--- config.mk ---
export PLATFORM = sky130hd
export DESIGN_NAME = instr_fetch_ctrl
export DESIGN_NICKNAME = d
export VERILOG_FILES = /design/src/rtl/fetch_pkg.sv /design/src/rtl/fetch_fifo.sv /design/src/rtl/instr_fetch_ctrl.sv
export SDC_FILE = /design/constraint.sdc
export NUM_CORES = 1
export LEC_CHECK = 0
export BUFFER_PORTS_ARGS = -buffer_cell sky130_fd_sc_hd__clkbuf_2
export CAP_MARGIN = 20
export CORE_MARGIN = 1.5
export CORE_UTILIZATION = 40
export CTS_CLUSTER_DIAMETER = 40
export DETAILED_ROUTE_END_ITERATION = 6
export PLACE_DENSITY = 0.66
export SKIP_LAST_GASP = 1
export SYNTH_ARGS = -nofsm -noshare
export SYNTH_HDL_FRONTEND = slang
export SYNTH_SLANG_ARGS = --single-unit
--- constraint.sdc ---
create_clock -name i_clk -period 6.4 [get_ports i_clk]
set_clock_uncertainty 0.2 [all_clocks]
set_input_delay 0 -clock i_clk [delete_from_list [all_inputs] [get_ports i_clk]]
set_output_delay 0 -clock i_clk [all_outputs]
set_load 0.02 [all_outputs]
--- src/rtl/fetch_pkg.sv ---
// Shared types and constants for the instruction fetch sequencer.
package fetch_pkg;

    typedef enum logic [1:0] {
        S_RUN   = 2'd0,
        S_HALT  = 2'd1,
        S_FAULT = 2'd2
    } fetch_state_t;

    localparam logic [31:0] PC_STEP   = 32'd4;
    localparam logic [31:0] HALT_WORD = 32'h0000_0000;

    typedef struct packed {
        logic [31:0] pc;
        logic [31:0] instr;
    } fetch_entry_t;

    function automatic logic is_word_aligned(input logic [31:0] addr);
        return (addr[1:0] == 2'b00);
    endfunction

endpackage

--- src/rtl/fetch_fifo.sv ---
// Shift-register fetch queue; the head always sits in slot 0 so it can drive
// decode straight from a register and keeps its last value once drained.
module fetch_fifo
    import fetch_pkg::*;
#(
    parameter int DEPTH = 2
) (
    input  logic         i_clk,
    input  logic         i_rst_n,
    input  logic         i_push,
    input  logic         i_pop,
    input  logic         i_flush,
    input  fetch_entry_t i_data,
    output fetch_entry_t o_head,
    output logic         o_full,
    output logic         o_empty
);

    localparam int AW = (DEPTH > 1) ? $clog2(DEPTH) : 1;
    localparam int CW = AW + 1;
    localparam logic [CW-1:0] FULL_CNT = CW'(DEPTH);
    localparam logic [CW-1:0] ONE_CNT  = CW'(1);

    fetch_entry_t  r_mem [DEPTH];
    logic [CW-1:0] r_count;

    logic          w_pop;
    logic          w_push;
    logic [CW-1:0] w_wr_cnt;
    logic [AW-1:0] w_wr_idx;

    assign o_full  = (r_count == FULL_CNT);
    assign o_empty = (r_count == '0);
    assign o_head  = r_mem[0];

    assign w_pop  = i_pop & ~o_empty;
    assign w_push = i_push & (~o_full | w_pop);

    // The write slot is counted after this cycle's pop has shifted the queue down.
    always_comb begin
        w_wr_cnt = w_pop ? (r_count - ONE_CNT) : r_count;
        w_wr_idx = w_wr_cnt[AW-1:0];
    end

    always_ff @(posedge i_clk) begin
        if (!i_rst_n) begin
            r_count <= '0;
            for (int i = 0; i < DEPTH; i++) begin
                r_mem[i] <= '0;
            end
        end else if (i_flush) begin
            r_count <= '0;
        end else begin
            if (w_pop) begin
                for (int i = 0; i < DEPTH - 1; i++) begin
                    if ((i + 1) < int'(r_count)) begin
                        r_mem[i] <= r_mem[i+1];
                    end
                end
            end
            if (w_push) begin
                r_mem[w_wr_idx] <= i_data;
            end
            if (w_push && !w_pop) begin
                r_count <= r_count + ONE_CNT;
            end else if (!w_push && w_pop) begin
                r_count <= r_count - ONE_CNT;
            end
        end
    end

endmodule

--- src/rtl/instr_fetch_ctrl.sv ---
// Fetch sequencer: owns the PC, reads the combinational instruction memory and
// queues {pc, instr} pairs toward decode; handles redirects, halt and fault.
module instr_fetch_ctrl
    import fetch_pkg::*;
#(
    parameter logic [31:0] RESET_PC   = 32'h0000_0000,
    parameter int          FIFO_DEPTH = 2
) (
    input  logic        i_clk,
    input  logic        i_rst_n,
    input  logic        i_fetch_en,
    input  logic        i_redirect_valid,
    input  logic [31:0] i_redirect_pc,
    output logic [31:0] o_imem_addr,
    input  logic [31:0] i_imem_rdata,
    output logic        o_out_valid,
    input  logic        i_out_ready,
    output logic [31:0] o_out_instr,
    output logic [31:0] o_out_pc,
    output logic        o_halted,
    output logic        o_fetch_fault
);

    fetch_state_t r_state;
    fetch_state_t w_state_next;
    logic [31:0]  r_pc;
    logic [31:0]  w_pc_next;

    logic         w_push;
    logic         w_pop;
    logic         w_flush;
    logic         w_full;
    logic         w_empty;
    logic         w_space;
    fetch_entry_t w_push_data;
    fetch_entry_t w_head;

    assign o_imem_addr   = r_pc;
    assign o_out_valid   = ~w_empty;
    assign o_out_pc      = w_head.pc;
    assign o_out_instr   = w_head.instr;
    assign o_halted      = (r_state == S_HALT);
    assign o_fetch_fault = (r_state == S_FAULT);

    assign w_pop             = o_out_valid & i_out_ready;
    assign w_space           = ~w_full | w_pop;
    assign w_push_data.pc    = r_pc;
    assign w_push_data.instr = i_imem_rdata;

    always_ff @(posedge i_clk) begin
        if (!i_rst_n) begin
            r_state <= S_RUN;
            r_pc    <= RESET_PC;
        end else begin
            r_state <= w_state_next;
            r_pc    <= w_pc_next;
        end
    end

    // A redirect wins over everything; a same-cycle pop has still been delivered.
    always_comb begin
        w_state_next = r_state;
        w_pc_next    = r_pc;
        w_push       = 1'b0;
        w_flush      = 1'b0;
        if (i_redirect_valid) begin
            w_flush = 1'b1;
            if (is_word_aligned(i_redirect_pc)) begin
                w_pc_next    = i_redirect_pc;
                w_state_next = S_RUN;
            end else begin
                w_state_next = S_FAULT;
            end
        end else if ((r_state == S_RUN) && i_fetch_en) begin
            if (i_imem_rdata == HALT_WORD) begin
                w_state_next = S_HALT;
            end else if (w_space) begin
                w_push    = 1'b1;
                w_pc_next = r_pc + PC_STEP;
            end
        end
    end

    fetch_fifo #(
        .DEPTH(FIFO_DEPTH)
    ) u_fifo (
        .i_clk  (i_clk),
        .i_rst_n(i_rst_n),
        .i_push (w_push),
        .i_pop  (w_pop),
        .i_flush(w_flush),
        .i_data (w_push_data),
        .o_head (w_head),
        .o_full (w_full),
        .o_empty(w_empty)
    );

endmodule

== Word-level counts from Yosys, hierarchy flattened ==
Memory sizes are Yosys's and may differ from the RTL's.
Index checks and enable logic that the tools add are counted.
Widths: inputs -> output; s select.
Word-level totals
  register bits after elaboration: 36
  memory bits (writable): 128
  input bits: 69
  output and inout bits: 99
  logic and storage cells: 70
  memories: 1
Cells by class
  add/subtract/negate cells: 3
  order comparisons: 1
  eq/ne operators: 5
  mux-type cells: 31
  bitwise operators: 9
  reduce and logical (&&, ||, !) cells: 17
Memories
  u_fifo.r_mem: depth 2, width 64, read ports 2, clocked after memory_dff 0, wr ports 2, RTL line fetch_fifo.sv:24  | fetch_entry_t r_mem [DEPTH];
Operators by type and width (count)
  $mux 32: 5
  $mux 64: 2
  $reduce_or 64->1: 1
  $add 32x3->32 const B: 1
  $logic_not 32->1: 1
  $mux 1: 18
  $mux 2: 6
  $reduce_bool 2->1: 4
  $logic_not 2->1: 3
  $eq 2x2->1 const B: 2
  $reduce_and 4->1: 1
  $and 1x1->1: 3
  $logic_and 1x1->1: 3
  $not 1->1: 3
  $or 1x1->1: 3
  $add 2x1->2 const B: 1
  $eq 2x1->1 const B: 1
  $logic_not 1->1: 2
  $lt 1x2->1 const A: 1
  $ne 2x1->1 const B: 1
  $ne 2x2->1 const B: 1
  $reduce_and 2->1: 1
  $reduce_or 2->1: 1
  $sub 2x1->2 const B: 1

== Depth between registers and ports, before layout ==
Gate-level depths: netlist of the first run.
  depth after elaboration: 15
  mapped depth: 12
  depth with buffers taken out: 12

== Hierarchy ==
A second synthesis of the first run with hierarchy kept.
Second synthesis, totals
  cell total of the unflattened synthesis: 767
  area, all modules: 8041.5 sq um
Modules (own cells, without submodules)
  fetch_fifo: times used 1, cells each 444, area each 5525.3 sq um, sequential area each 3883.7 sq um
  instr_fetch_ctrl: times used 1, cells each 323, area each 2516.2 sq um, sequential area each 680.7 sq um

== Worst setup path before layout of the first run ==
Ideal clock, no wire load.
  path kind: flip-flop to flip-flop
  start point: register u_fifo.r_count[0]
  end point: memory u_fifo.r_mem[1][0] in the netlist's numbering, enable pin
  data arrival time: 5.944 ns
  required time: 5.626 ns
  path slack: -0.318 ns
  stages on the path, launching flop included: 8
  buffers on the path: 0
  cell sequence: dfxtp_1 > inv_1 > ha_1 > nand2b_1 > a211oi_1 > nor2b_1 > nand2_1 > o21ai_0
RTL lines
  start, declared: RTL line fetch_fifo.sv:25  | logic [CW-1:0] r_count;
  start signal, assigned: RTL line fetch_fifo.sv:65  | r_count <= r_count + ONE_CNT;
  start signal, assigned: RTL line fetch_fifo.sv:67  | r_count <= r_count - ONE_CNT;
  end, declared: RTL line fetch_fifo.sv:24

== Worst setup path after layout of the first run ==
  start point: register u_fifo.r_count[0]
  end point: register r_pc[14] (netlist: o_imem_addr[14])
Between the ends
  word-level cells in the longest chain between the ends: 6
Ends and longest elaborated chain
  $logic_not 2->1: RTL line fetch_fifo.sv:33  | assign o_empty = (r_count == '0);
  $not 1->1: RTL line instr_fetch_ctrl.sv:39  | assign o_out_valid = ~w_empty;
  $and 1x1->1: RTL line instr_fetch_ctrl.sv:45  | assign w_pop = o_out_valid & i_out_ready;
  $or 1x1->1 (*): RTL line instr_fetch_ctrl.sv:46  | assign w_space = ~w_full | w_pop;
  $reduce_bool 2->1 (no line) (*)
  $reduce_and 4->1 (no line) (*)
  end signal, assigned: RTL line instr_fetch_ctrl.sv:56  | r_pc <= w_pc_next;
  end, declared: RTL line instr_fetch_ctrl.sv:26  | logic [31:0] r_pc;
Mark *: on every way between the ends. The rest lies on a longest branch, timed or not.
A chain may end at the register's enable or synchronous reset.

==> results.py, run 1 <==
metrics = {
    "power_and_ir_drop": {
        "p_seq_share_pct": 49.1,
        "leakage_uw": 0.00382,
        "power_density_nw_per_um2": 254,
        "max-vdd-ir-drop_mv": 0.192,
        "internal_power_uw": 1920,
        "p_switching_uw": 595,
        "p_clk_share_pct": 40.7,
        "pwr-share-comb_pct": 10.2,
        "switching_share_pct": 23.7,
    },
    "clock_network": {
        "clk_pin_slew_worst_paths_ps": 60,
        "cts_tree": "yes",
        "cts_buffer_depth": 2,
        "clock_latency_ps": 430,
        "htree_levels": 4,
        "cts_root_buffer": "clkbuf_16",
        "cts_buffers": 17,
        "cts_num_sinks": 164,
        "post-cts-setup-buffer-count": 0,
    },
    "route": {
        "drt_wl_total_um": 19400,
        "ant_nets": 0,
        "drtIter0Drc": 371,
        "dr_wl_met3_um": 952,
        "met1_length_um": 8620,
        "viasPerCell": 5.19,
        "drc": 0,
        "wl_per_cell_um": 16.0,
        "dr.pass1.iters": 5,
        "vias": 6274,
        "top_layer": "met4",
        "wl_met2_um": 9370,
    },
    "logic_synthesis": {
        "ys_seq_elements": 164,
        "yosys_warnings": 0,
        "async_flop_share_pct": 0,
        "yosys_most_used_dff": "edfxtp_1",
        "ys_top_cells_by_area": "edfxtp_1 51%, dfxtp_1 9.6%, nand2_1 9.3%, and2_1 5.6%, o21ai_0 5.3%",
        "synth_edf_count": 128,
        "syn_area_um2": 7520,
        "synth-seq-area-share_pct": 60.7,
        "synth_top_area_share_pct": 51.1,
        "postSynthCellCount": 749,
        "avgSynthCellArea_um2": 10.0,
        "synth_area_leader_cell": "edfxtp_1",
        "synth.distinct_cells": 51,
        "syn_nets": 823,
    },
    "critical_path": {
        "path_class": "flop to flop",
        "crit_fanout": 27,
        "start_kind": "flop",
        "required_ps": 6570,
        "crit_arrival_ps": 3710,
        "cp-end-kind": "flop",
    },
    "sta": {
        "slew_headroom_pct": 42.9,
        "period_share_pct": 55.2,
        "post-route-min-period_ps": 3540,
        "setup_ws_ps": 2860,
        "drv_slew": 0,
        "rsz0062_at_grt": "no",
        "setup_viol": 0,
        "setup_tns_ps": 0,
        "fmax_mhz": 283,
        "hold_viol_final": 0,
        "hold_ws_ps": 24.3,
        "tightest_slew_ps": 849,
    },
    "die": {
        "core_area_um2": 18200,
        "ios": 168,
        "start_util_pct": 41.3,
        "die_area_um2": 19600,
        "fp.dieW_um": 140,
        "fp.dieH_um": 140,
        "placementRows": 49,
    },
    "global_route": {
        "grt_pass1_vias": 5959,
        "grt_pass1_wl_um": 30700,
        "gr-usage-all-layers_pct": 20.1,
        "grt_max_degree": 129,
        "antenna_found_initial": 0,
        "gr-total-overflow": 0,
    },
    "place": {
        "detailedPlace.worstSlack_ps": 2950,
        "finalWeightedCongestion": 0.848,
        "numPortBuffers": 167,
        "numPlacedInstances": 1099,
        "hpwlAfterDp_um": 12200,
    },
    "layout": {
        "diodes": 0,
        "final_nets": 1042,
        "fillers": 1602,
        "layout-drive-gt1-share_pct": 21.7,
        "area_growth_pct": 31.7,
        "final_util_pct": 54.4,
        "layout_common_cells": "187 x nand2_1, 167 x clkbuf_2, 128 x edfxtp_1",
        "fin_cells": 1210,
        "final_common_cell": "nand2_1",
    },
    "status": {
        "status": "finished, final reports clean",
    },
    "min_path": {
        "hold_path_class": "primary input to flop",
    },
    "job": {
        "maxCapViolCount": 0,
    },
}
-- metrics by stage --
step,area [um^2],total power (uW)
floorplan,7520,1380
global placement,8510,1470
detailed placement,8510,1470
CTS,9870,2530
global route,9910,2610
finish,9910,2510
-- power by group through the flow --
| stage | Combinational [uW] | Sequential [uW] | Clock (uW) |
|---|---|---|---|
| 5_1_grt | 279 | 1240 | 1090 |
| 3_5_place_dp | 218 | 1260 | 0 |
| 3_3_place_gp | 216 | 1250 | 0 |
| 4_1_cts | 255 | 1230 | 1040 |
| 2_1_floorplan | 92.1 | 1290 | 0 |
| 6_report | 257 | 1230 | 1020 |
-- kinds of logic after synthesis --
| family | count (synthesis) | share of synthesized area, % |
|---|---|---|
| xor gates and xnor gates | 3 | 0.349 |
| adders and majority gates | 5 | 0.831 |
| AOI/OAI and AO/OA | 169 | 13.1 |
| muxes | 1 | 0.133 |
| and+or+nand+nor | 346 | 21.6 |
| buffers and inverters | 61 | 3.39 |
| DFF | 164 | 60.7 |
-- critical path, cell delays in order (launching register included) --
cell and delay (ps):
dfxtp_1 380, inv_1 110, ha_1 220, nand2b_1 220
a211oi_1 360, and2_1 240, a22o_1 150, buf_4 300
nand3_1 110, dlygate4sd3_1 580, o21ai_0 70, dlygate4sd3_1 550
-- repair_timing --
item / 4_1_cts / 5_1_grt
hold buffers: 77 / 0
endpoints found under the setup margin: 0 / 0
gates resized for setup: 0 / 0
hold endpoints to repair: 98 / 0
-- layout make-up --
| class | count | area (um^2) | share of cell area, % |
|---|---|---|---|
| Clock buffer | 22 | 454 | 4.58 |
| Timing Repair Buffer | 254 | 1710 | 17.3 |
| Multi-Input combinational cell | 524 | 2740 | 27.6 |
| Sequential cell | 164 | 4560 | 46.0 |
| Tap cell | 229 | 287 | 2.89 |
| Inverter | 7 | 26.3 | 0.265 |
| Clock inverter | 10 | 133 | 1.34 |
-- state kept, by name, summed over array words and instances, names as in the netlist --
register        flops
o_imem_addr        32
r_state             2
u_fifo.r_count      2
u_fifo.r_mem      128
-- synthesized netlist by cell type (6+ instances only) --
library cell and instances:
nand2_1 187, edfxtp_1 128, o21ai_0 79, and2_1 67, a21oi_1 40, clkbuf_1 40, dfxtp_1 36, nor2_1 31
nor4_1 14, buf_2 8, nand3_1 8, nand4_1 8, o31ai_1 8, nor3_1 7, o21ai_1 7, and3_1 6
inv_1 6
-- final timing paths --
| kind | from | end | slack [ps] | cells after the start |
|---|---|---|---|---|
| max | u_fifo.r_count[0] | o_imem_addr[14] | 2860 | 11 |
| min | i_out_ready | u_fifo.r_count[1] | 20 | 5 |
| max reg2reg | u_fifo.r_count[0] | o_imem_addr[14] | 2860 | 11 |
| min reg2reg | o_imem_addr[0] | o_imem_addr[0] | 320 | 1 |
-- per-layer routing --
metal,GRT usage (%),vias up
li1,-,3094
met1,26.7,2951
met2,32.5,200
met3,3.93,29
met4,7.87,0
met5,0,-
Power figures use the tool's default switching activity.
==> run 2: changes to the inputs <==
clock period = 3.15 ns   (was 6.4 ns; I/O delays follow)
==> run 2 against run 1 <==
  * Combinational power grew 110%
  * Clock power grew 100%
  * Critical path type unchanged
  * Largest power group unchanged
  * Cell area grew 1.2%
  * Sequential cell count is the same
  * Core utilization grew 0.67 points
  * Critical endpoint is now o_imem_addr[27]
  * First-iteration DRC count grew 42%
  * Maximum frequency grew 19%
==> results.py, run 2 (synthesis gave the netlist of run 1 again) <==
metrics = {
    "sta": {
        "hold_viol_final": 0,
        "drv_slew": 0,
        "setup_ws_ps": 179,
        "rsz0062_at_grt": "no",
        "setup_viol": 0,
        "fmax_mhz": 337,
        "post-route-min-period_ps": 2970,
        "slew_headroom_pct": 49.5,
        "setup_tns_ps": 0,
        "period_share_pct": 94.3,
        "tightest_slew_ps": 757,
    },
    "route": {
        "viasPerCell": 5.20,
        "drt_wl_total_um": 19900,
        "wl_per_cell_um": 16.4,
        "dr.pass1.iters": 5,
        "ant_nets": 0,
        "vias": 6333,
        "drc": 0,
        "drtIter0Drc": 526,
    },
    "global_route": {
        "gr-total-overflow": 0,
        "grt_pass1_wl_um": 31800,
        "grt_pass1_vias": 6101,
        "gr-usage-all-layers_pct": 20.7,
        "antenna_found_initial": 0,
        "grt_max_degree": 79,
    },
    "critical_path": {
        "cp-end-kind": "flop",
        "rr_startpoint": "u_fifo.r_count[0]",
        "ff2ff_path_depth": 10,
        "crit_slowest_cell": "dlygate4sd3_1",
        "reg2reg_slack_ps": 180,
        "worstPathCellList": "inv_1, ha_1, nand2b_1, a211oi_2, and2_1, a22o_1, buf_6, o21a_1, o32ai_1, dlygate4sd3_1",
        "startpoint": "u_fifo.r_count[0]",
        "crit_family": "buffers and inverters",
        "required_ps": 3260,
        "crit_cells": 10,
        "crit_arrival_ps": 3080,
        "reg2reg_to": "o_imem_addr[27]",
        "crit_fanout": 27,
        "start_kind": "flop",
        "max_stage_delay_ps": 570,
        "worst-path-buf-inv": 3,
        "path_class": "flop to flop",
    },
    "layout": {
        "diodes": 0,
        "layout-drive-gt1-share_pct": 23.4,
        "final_nets": 1049,
        "largest_reg_flops": 128,
        "area_growth_pct": 33.4,
        "max_flop_register": "u_fifo.r_mem",
        "final_util_pct": 55.1,
        "final_common_cell": "nand2_1",
        "layout_common_cells": "187 x nand2_1, 167 x clkbuf_2, 128 x edfxtp_1",
    },
    "place": {
        "numPortBuffers": 167,
        "detailedPlace.worstSlack_ps": 289,
        "hpwlAfterDp_um": 12400,
        "finalWeightedCongestion": 0.802,
    },
    "min_path": {
        "worstHoldStart": "i_out_ready",
        "hold_depth": 5,
        "hold_path_class": "primary input to flop",
        "min_to": "u_fifo.r_count[1]",
    },
    "power_and_ir_drop": {
        "p_seq_share_pct": 48.8,
        "max-vdd-ir-drop_mv": 0.361,
        "p_clk_share_pct": 40.5,
        "p_switching_uw": 1260,
        "pwr-share-comb_pct": 10.7,
        "switching_share_pct": 24.6,
        "power_density_nw_per_um2": 510,
        "internal_power_uw": 3860,
        "leakage_uw": 0.00387,
    },
    "clock_network": {
        "cts_buffers": 17,
        "cts_num_sinks": 164,
        "htree_levels": 4,
        "cts_buffer_depth": 2,
        "cts_root_buffer": "clkbuf_16",
        "clk_pin_slew_worst_paths_ps": 70,
        "clock_latency_ps": 430,
        "cts_tree": "yes",
    },
    "die": {
        "fp.dieH_um": 140,
        "ios": 168,
        "start_util_pct": 41.3,
        "die_area_um2": 19600,
        "placementRows": 49,
        "core_area_um2": 18200,
        "fp.dieW_um": 140,
    },
    "status": {
        "status": "finished, final reports clean",
    },
    "job": {
        "maxCapViolCount": 0,
    },
}
-- run 2: cell types whose count changed in the layout (fill, tap and decap cells not counted), moves of 2 or more --
cell	change
buf_12	+5
buf_4	+3
clkbuf_1	-3
dlygate4sd3_1	-2
buf_6	+2
clkinv_4	+2
clkinvlp_4	+2
-- run 2: repair_timing --
| action | CTS | global route |
|---|---|---|
| endpoints found under the setup margin | 0 | 4 |
| hold buffers | 75 | 0 |
| endpoints found under the hold margin | 98 | 0 |
| resized for setup | 0 | 5 |
| setup buffers | 0 | 2 |
-- run 2: per-stage QoR --
stage / power (uW) / cell area [um^2] / instances / hold slack, ps
floorplan: 2800 / 7550 / 749 / -28.2
global placement: 3010 / 8660 / 1108 / 73.9
detailed placement: 3010 / 8660 / 1108 / 75.2
CTS: 5140 / 10000 / 1215 / 29.3
global route: 5280 / 10000 / 1217 / 85.1
finish: 5120 / 10000 / 1217 / 37.6
-- run 2: power by group through the flow --
stage                     sequential [uW]  clock [uW]  combinational (uW)
after floorplan                      2610           0                 191
after global placement               2540           0                 468
after detailed placement             2540           0                 470
after CTS                            2500        2100                 543
after global routing                 2510        2180                 593
final                                2500        2070                 548
-- run 2: cell type report --
cell class,instances,area [um^2]
inverter,7,26.3
clock buffer,20,457
timing repair buffer,261,1810
clock inverter,12,131
fill,1582,8170
sequential,164,4570
tap,229,287
multi-input combinational,524,2760
-- run 2: worst max-delay path by stage --
stage	endpoint	slack, ps
2_1_floorplan	u_fifo.r_mem[1][0]	50
3_3_place_gp	u_fifo.r_mem[0][55]	330
3_5_place_dp	u_fifo.r_mem[0][62]	290
4_1_cts	o_imem_addr[7]	60
5_1_grt	o_imem_addr[27]	30
6_report	o_imem_addr[27]	180
-- run 2: worst register-to-register path: stages, from the launching register on --
cell and delay [ps]:
dfxtp_1 370, inv_1 100, ha_1 210, nand2b_1 230, a211oi_2 300, and2_1 220, a22o_1 180, buf_6 240
o21a_1 170, o32ai_1 70, dlygate4sd3_1 570
-- run 2: metal layers --
layer | vias to the layer above | share of wire [%] | global-route usage, %
met3 | 24 | 5.2 | 3.35
met5 | - | 0 | 0
met1 | 2970 | 46 | 28.3
li1 | 3113 | - | -
met4 | 0 | 1.4 | 6.87
met2 | 226 | 47 | 33.6
